--- src/rtl/song_tutor_ctrl.sv ---
// Note-by-note piano lesson sequencer: a 4-song ROM, an expected-note LED, a miss counter and a completion pulse.
// Optional hint blink on the expected-note LED is enabled by defining HINT_BLINK_EN.
module song_tutor_ctrl #(
  parameter int HINT_TICKS = 8,
  parameter int MAX_MISS   = 255
) (
  input  logic       CLK,
  input  logic       RESET,
  input  logic       TICK,
  input  logic [3:0] note,
  input  logic [1:0] song_sel,
  input  logic       start,
  input  logic       abort,
  output logic [7:0] Led,
  output logic       busy,
  output logic       song_done,
  output logic [4:0] note_idx,
  output logic [7:0] mistakes
);

  // Key codes and LED patterns shared with the key decoder / board
  localparam logic [3:0] N_NONE = 4'd0;
  localparam logic [3:0] N_C4   = 4'd1;
  localparam logic [3:0] N_D    = 4'd2;
  localparam logic [3:0] N_E    = 4'd3;
  localparam logic [3:0] N_F    = 4'd4;
  localparam logic [3:0] N_G    = 4'd5;

  localparam logic [7:0] L_C4   = 8'h01;
  localparam logic [7:0] L_D    = 8'h02;
  localparam logic [7:0] L_E    = 8'h04;
  localparam logic [7:0] L_F    = 8'h08;
  localparam logic [7:0] L_G    = 8'h10;

  localparam logic [7:0] MISS_SAT = 8'(MAX_MISS);

  typedef enum logic [1:0] {IDLE, WAIT_PRESS, WAIT_RELEASE, DONE} state_t;

  function automatic logic [3:0] rom_note(input logic [1:0] s, input logic [4:0] i);
    logic [3:0] n;
    n = N_NONE;
    case (s)
      2'd0: case (i)
        5'd0, 5'd1, 5'd6, 5'd11, 5'd12: n = N_E;
        5'd2, 5'd5:                     n = N_F;
        5'd3, 5'd4:                     n = N_G;
        5'd7, 5'd10, 5'd13, 5'd14:      n = N_D;
        5'd8, 5'd9:                     n = N_C4;
        default:                        n = N_NONE;
      endcase
      2'd1: case (i)
        5'd0, 5'd4, 5'd5, 5'd6, 5'd10:  n = N_E;
        5'd1, 5'd3, 5'd7, 5'd8, 5'd9:   n = N_D;
        5'd2:                           n = N_C4;
        5'd11, 5'd12:                   n = N_G;
        default:                        n = N_NONE;
      endcase
      2'd2: case (i)
        5'd0, 5'd8:                     n = N_C4;
        5'd1, 5'd7:                     n = N_D;
        5'd2, 5'd6:                     n = N_E;
        5'd3, 5'd5:                     n = N_F;
        5'd4:                           n = N_G;
        default:                        n = N_NONE;
      endcase
      default: case (i)
        5'd0:                           n = N_G;
        5'd1:                           n = N_F;
        5'd2:                           n = N_E;
        5'd3:                           n = N_D;
        5'd4:                           n = N_C4;
        default:                        n = N_NONE;
      endcase
    endcase
    return n;
  endfunction

  function automatic logic [4:0] rom_last(input logic [1:0] s);
    case (s)
      2'd0:    return 5'd14;
      2'd1:    return 5'd12;
      2'd2:    return 5'd8;
      default: return 5'd4;
    endcase
  endfunction

  function automatic logic [7:0] pattern(input logic [3:0] n);
    case (n)
      N_C4:    return L_C4;
      N_D:     return L_D;
      N_E:     return L_E;
      N_F:     return L_F;
      N_G:     return L_G;
      default: return 8'h00;
    endcase
  endfunction

  state_t     state, state_nxt;
  logic [1:0] song, song_nxt;
  logic [4:0] idx_nxt;
  logic [7:0] miss_nxt;
  logic       done_nxt;
  logic [3:0] prev_note;
  logic [3:0] expected;

  assign expected = rom_note(song, note_idx);

  always_comb begin
    state_nxt = state;
    song_nxt  = song;
    idx_nxt   = note_idx;
    miss_nxt  = mistakes;
    done_nxt  = 1'b0;
    case (state)
      IDLE, DONE: begin
        // abort is a no-op in IDLE, so start only loses to it from DONE
        if (abort && state == DONE) begin
          state_nxt = IDLE;
        end else if (start) begin
          song_nxt  = song_sel;
          idx_nxt   = 5'd0;
          miss_nxt  = 8'd0;
          state_nxt = WAIT_PRESS;
        end
      end
      WAIT_PRESS: begin
        if (abort) begin
          state_nxt = IDLE;
        end else if (note == expected) begin
          state_nxt = WAIT_RELEASE;
        end else if (note != N_NONE && note != prev_note && mistakes != MISS_SAT) begin
          miss_nxt = mistakes + 8'd1;
        end
      end
      WAIT_RELEASE: begin
        if (abort) begin
          state_nxt = IDLE;
        end else if (note == N_NONE) begin
          if (note_idx == rom_last(song)) begin
            state_nxt = DONE;
            done_nxt  = 1'b1;
          end else begin
            idx_nxt   = note_idx + 5'd1;
            state_nxt = WAIT_PRESS;
          end
        end
      end
      default: state_nxt = IDLE;
    endcase
  end

  logic blink_off;

`ifdef HINT_BLINK_EN
  localparam int WW = $clog2(HINT_TICKS + 1);
  localparam logic [WW-1:0] WAIT_SAT = WW'(HINT_TICKS);
  logic [WW-1:0] wait_cnt;

  always_ff @(posedge CLK or posedge RESET) begin
    if (RESET) begin
      wait_cnt  <= '0;
      blink_off <= 1'b0;
    end else begin
      if (state != WAIT_PRESS && state_nxt == WAIT_PRESS)
        wait_cnt <= '0;
      else if (state == WAIT_PRESS && TICK && wait_cnt != WAIT_SAT)
        wait_cnt <= wait_cnt + 1'b1;
      // Any departure from WAIT_PRESS drops the blink so the pattern comes back steady
      if (state != WAIT_PRESS || state_nxt != WAIT_PRESS)
        blink_off <= 1'b0;
      else if (TICK && wait_cnt == WAIT_SAT)
        blink_off <= ~blink_off;
    end
  end
`else
  logic unused_tick;
  assign unused_tick = TICK;
  assign blink_off   = 1'b0;
`endif

  always_ff @(posedge CLK or posedge RESET) begin
    if (RESET) begin
      state     <= IDLE;
      song      <= 2'd0;
      note_idx  <= 5'd0;
      mistakes  <= 8'd0;
      busy      <= 1'b0;
      song_done <= 1'b0;
      prev_note <= N_NONE;
      Led       <= 8'h00;
    end else begin
      state     <= state_nxt;
      song      <= song_nxt;
      note_idx  <= idx_nxt;
      mistakes  <= miss_nxt;
      busy      <= (state_nxt == WAIT_PRESS) || (state_nxt == WAIT_RELEASE);
      song_done <= done_nxt;
      prev_note <= note;
      // LED follows the state one cycle behind
      case (state)
        WAIT_PRESS, WAIT_RELEASE: Led <= blink_off ? 8'h00 : pattern(expected);
        DONE:                     Led <= 8'hFF;
        default:                  Led <= 8'h00;
      endcase
    end
  end

endmodule

--- config.mk ---
export PLATFORM = sky130hd
export DESIGN_NAME = song_tutor_ctrl
export DESIGN_NICKNAME = d
export VERILOG_FILES = /design/src/rtl/song_tutor_ctrl.sv
export SDC_FILE = /design/constraint.sdc
export NUM_CORES = 1
export LEC_CHECK = 0
export CAP_MARGIN = 20
export CORE_MARGIN = 2
export CORE_UTILIZATION = 53
export DETAILED_ROUTE_END_ITERATION = 7
export PLACE_DENSITY = 0.8
export SLEW_MARGIN = 10
export SYNTH_ARGS = -nofsm -noshare
export SYNTH_HDL_FRONTEND = slang
export SYNTH_SLANG_ARGS = --single-unit
--- constraint.sdc ---
create_clock -name CLK -period 4 [get_ports CLK]
set_clock_uncertainty 0.2 [all_clocks]
set_input_delay 0.8 -clock CLK [delete_from_list [all_inputs] [get_ports CLK]]
set_output_delay 0.8 -clock CLK [all_outputs]
set_load 0.01 [all_outputs]
==> impl_results.md <==
- Endpoints failing setup: 0
- R2R Path Start: note_idx[0]
- Vias per Instance: 5.58
- Outcome: complete, no violations
- Drt pass-1 iters: 4
- Setup TNS Final: 0 ns
- Worst-Margin Slew: 0.782 ns
- Area Growth Syn to Fin: 21.7%
- Fin. Hold Viols: 0
- RSZ-0062 raised after global routing: false
- Die width: 65.0 um
- Detailed Place HPWL: 2.86 mm
- Critical Path AT: 3.34 ns
- Max VDD drop: roughly 0.34 mV
- Synth Warn #: 0
- Yosys cell types: 53
- Die height: between 60 and 70 um
- Starting DRT DRC Count: 95
- Area of the die: 4220 um^2
- CTS tree: built
- Avg Cell Area, Syn: around 9.0 um^2
- CTS Hold Bufs: 0
- Routed length per instance: ~13 um
- Overflow after GRT: 0
- CTS Buffer Depth: 2
- CP Cell Sequence: inv_1 > ha_1 > nor3_1 > or4_1 > nand3_1 > o221ai_2 > xnor2_1 > o31ai_2 > o21ai_0 > a21oi_1
- Maxcap violations: 0
- CP max stage delay: between 0.6 and 0.7 ns
- Capture point of the worst reg-to-reg path: mistakes[5]
- Final wirelength: 3.97 mm
- CP max stage cell: o31ai_2
- Post-CTS setup buffer count: 0
- Std cell rows: 22
- Gpl congestion: approximately 0.87
- Final Cycle Share: 0.832
- GRT Total Usage: 0.206
- Clk_lat worst skew: 0.29 ns
- Reg-to-reg slack, setup: between 0.6 and 0.7 ns
- Crit path time final: approximately 3.3 ns
- Max frequency: around 0.3 GHz
- Worst-path maximum fanout: 14
- CP endpoint kind: register
- Clock transition at path regs: ~0.06 ns
- Largest net degree at the start of global routing: 30
- Post-cts resize count: 0
- Max_slew headroom: 0.475
- Clk sinks: 29
- Worst Path Buf+Inv: 1
- FF+latch count, synth: 29
- Initial antenna violation count: 0
- Leakage: 0.000975 uW
- Sequential area share after synthesis: 0.368
- Initial Util: 0.546
- Syn_nets: 244
- Layout cell share with drive strength beyond 1: 0.0640
- First-pass GRT wire length: 6.62 mm
- Port Buffers: 32
- # nets final: 274
- Worst Setup EP: mistakes[5]
- Synthesized area: 1970 um^2
- DRC violation count after routing: 0
- Critical path startpoint: note_idx[0]
- Worst Hold Class: register to register
- Htree depth: 2
- Post-synth EDFFs: 0
- Worst setup SP type: register
- Post-DRT Antenna Nets: 0
- Slew Viols, Final: 0
- Top Ports: 34
- Antenna cells: 0
- Cell Pwr Density: 484 nW/um^2
- WP data required: 4.01 ns
- CP Class: register to register
- Ys flop type: dfrtp_1
- Worst path top cell family by delay: compound AO/OA/AOI/OAI gates
- WP depth: 10
- Core Box Area: ~3600 um^2
- Worst hold slack: between 0.3 and 0.4 ns
- Mapped Cells: 220
- Asr flop ratio synth: 1.00
- Number of global-route vias before repair: 1399
- CTS buffer count: 5
- Reg2Reg Depth: 10
- Via Count: 1662
- Clk root buf: clkbuf_8
-- area by class of cell --
cell class / count / area, um^2
well taps: 48 / 60.1
inverters: 12 / 45.0
repair buffers: 34 / 355
fillers: 285 / 1210
flip-flops and latches: 29 / 726
multi-input cells: 168 / 1120
clock buffers: 7 / 86.3
-- state kept, by name (all words and copies together), names as in the netlist --
signal     count
song           2
mistakes       8
Led            6
note_idx       5
state          2
song_done      1
prev_note      4
busy           1
-- synth_stat cells (4+ instances only) --
cell	instances	area, um^2
ha_1	13	163
nand3_1	10	50.1
xor2_1	7	61.3
dfrtp_1	29	726
nor4_1	4	25.0
nor2_1	18	67.6
a21oi_1	17	85.1
or3_1	4	25.0
o21ai_0	17	85.1
nand2_1	20	75.1
nor3_1	5	25.0
inv_1	12	45.0
-- worst min path at each step --
stage                           start          end  slack (ns)  depth (start not counted)
after CTS                 mistakes[4]  mistakes[4]        0.38                          2
after global routing      mistakes[7]  mistakes[7]        0.42                          2
final                     mistakes[7]  mistakes[7]        0.38                          2
after floorplan              state[1]       Led[6]        0.36                          1
after global placement    mistakes[4]  mistakes[4]        0.36                          2
after detailed placement  mistakes[4]  mistakes[4]        0.37                          2
-- per-stage QoR --
| stage | cell area [um^2] | total power, uW | util | cells | worst slack [ns] |
|---|---|---|---|---|---|
| floorplan | 1970 | 794 | - | 220 | 1.13 |
| global placement | 2280 | 908 | 0.633 | 290 | 0.749 |
| detailed placement | 2280 | 917 | 0.633 | 290 | 0.692 |
| CTS | 2370 | 1160 | 0.657 | 297 | 0.671 |
| global route | 2400 | 1250 | 0.665 | 298 | 0.310 |
| finish | 2400 | 1160 | 0.665 | 298 | 0.672 |
-- cells by family (layout without fill, tap and decap cells) --
logic type | after synthesis | in the layout | synth area share
simple gates | 86 | 86 | 0.232
compound gates | 56 | 56 | 0.194
flops | 29 | 29 | 0.368
buf+inv | 23 | 53 | 0.0609
fa+ha+maj | 13 | 13 | 0.0825
xor+xnor | 9 | 9 | 0.0400
mux | 4 | 4 | 0.0216
-- metal layers --
layer	global-route usage	vias to the layer above	share of wire	routed length [um]
met2	0.303	37	0.46	1810
li1	-	855	-	-
met5	0	-	0	0
met4	0.0718	0	0.014	57
met3	0.0625	7	0.053	210
met1	0.288	763	0.48	1890
-- where the power goes --
group          internal (uW)  switching, uW  leakage, uW
combinational            224            294     0.000546
sequential               338           63.8     0.000385
clock                    136            104    0.0000443
total                    698            462     0.000975
-- worst min-delay path, delay by kind of cell (launching register included) --
kind | cells | cell delay [ns]
compound gates | 2 | 0.14
flops | 1 | 0.40
-- cells in the final DEF, fill, tap and decap left out, drive strengths merged, types with 2 or more instances in the layout --
| cell type | synthesis | routed |
|---|---|---|
| a41oi | 3 | 3 |
| or4 | 2 | 2 |
| nand2 | 20 | 20 |
| ha | 13 | 13 |
| buf | 8 | 2 |
| mux2 | 2 | 2 |
| o21ai | 17 | 17 |
| nand4 | 2 | 2 |
| nor3 | 5 | 5 |
| nor3b | 3 | 3 |
| xor2 | 7 | 7 |
| inv | 12 | 11 |
| o31ai | 3 | 3 |
| a21oi | 17 | 17 |
| nor4 | 4 | 4 |
| a21o | 2 | 2 |
| clkdlybuf4s50 | 0 | 32 |
| nand3 | 10 | 10 |
| and2 | 2 | 2 |
| xnor2 | 2 | 2 |
| dfrtp | 29 | 29 |
| mux2i | 2 | 2 |
| nor2b | 3 | 3 |
| or3 | 4 | 4 |
| o221ai | 2 | 2 |
| nand3b | 2 | 2 |
| and3 | 3 | 3 |
| clkbuf | 3 | 7 |
| nor2 | 18 | 18 |
| o311ai | 2 | 2 |
Power figures use the tool's default switching activity.
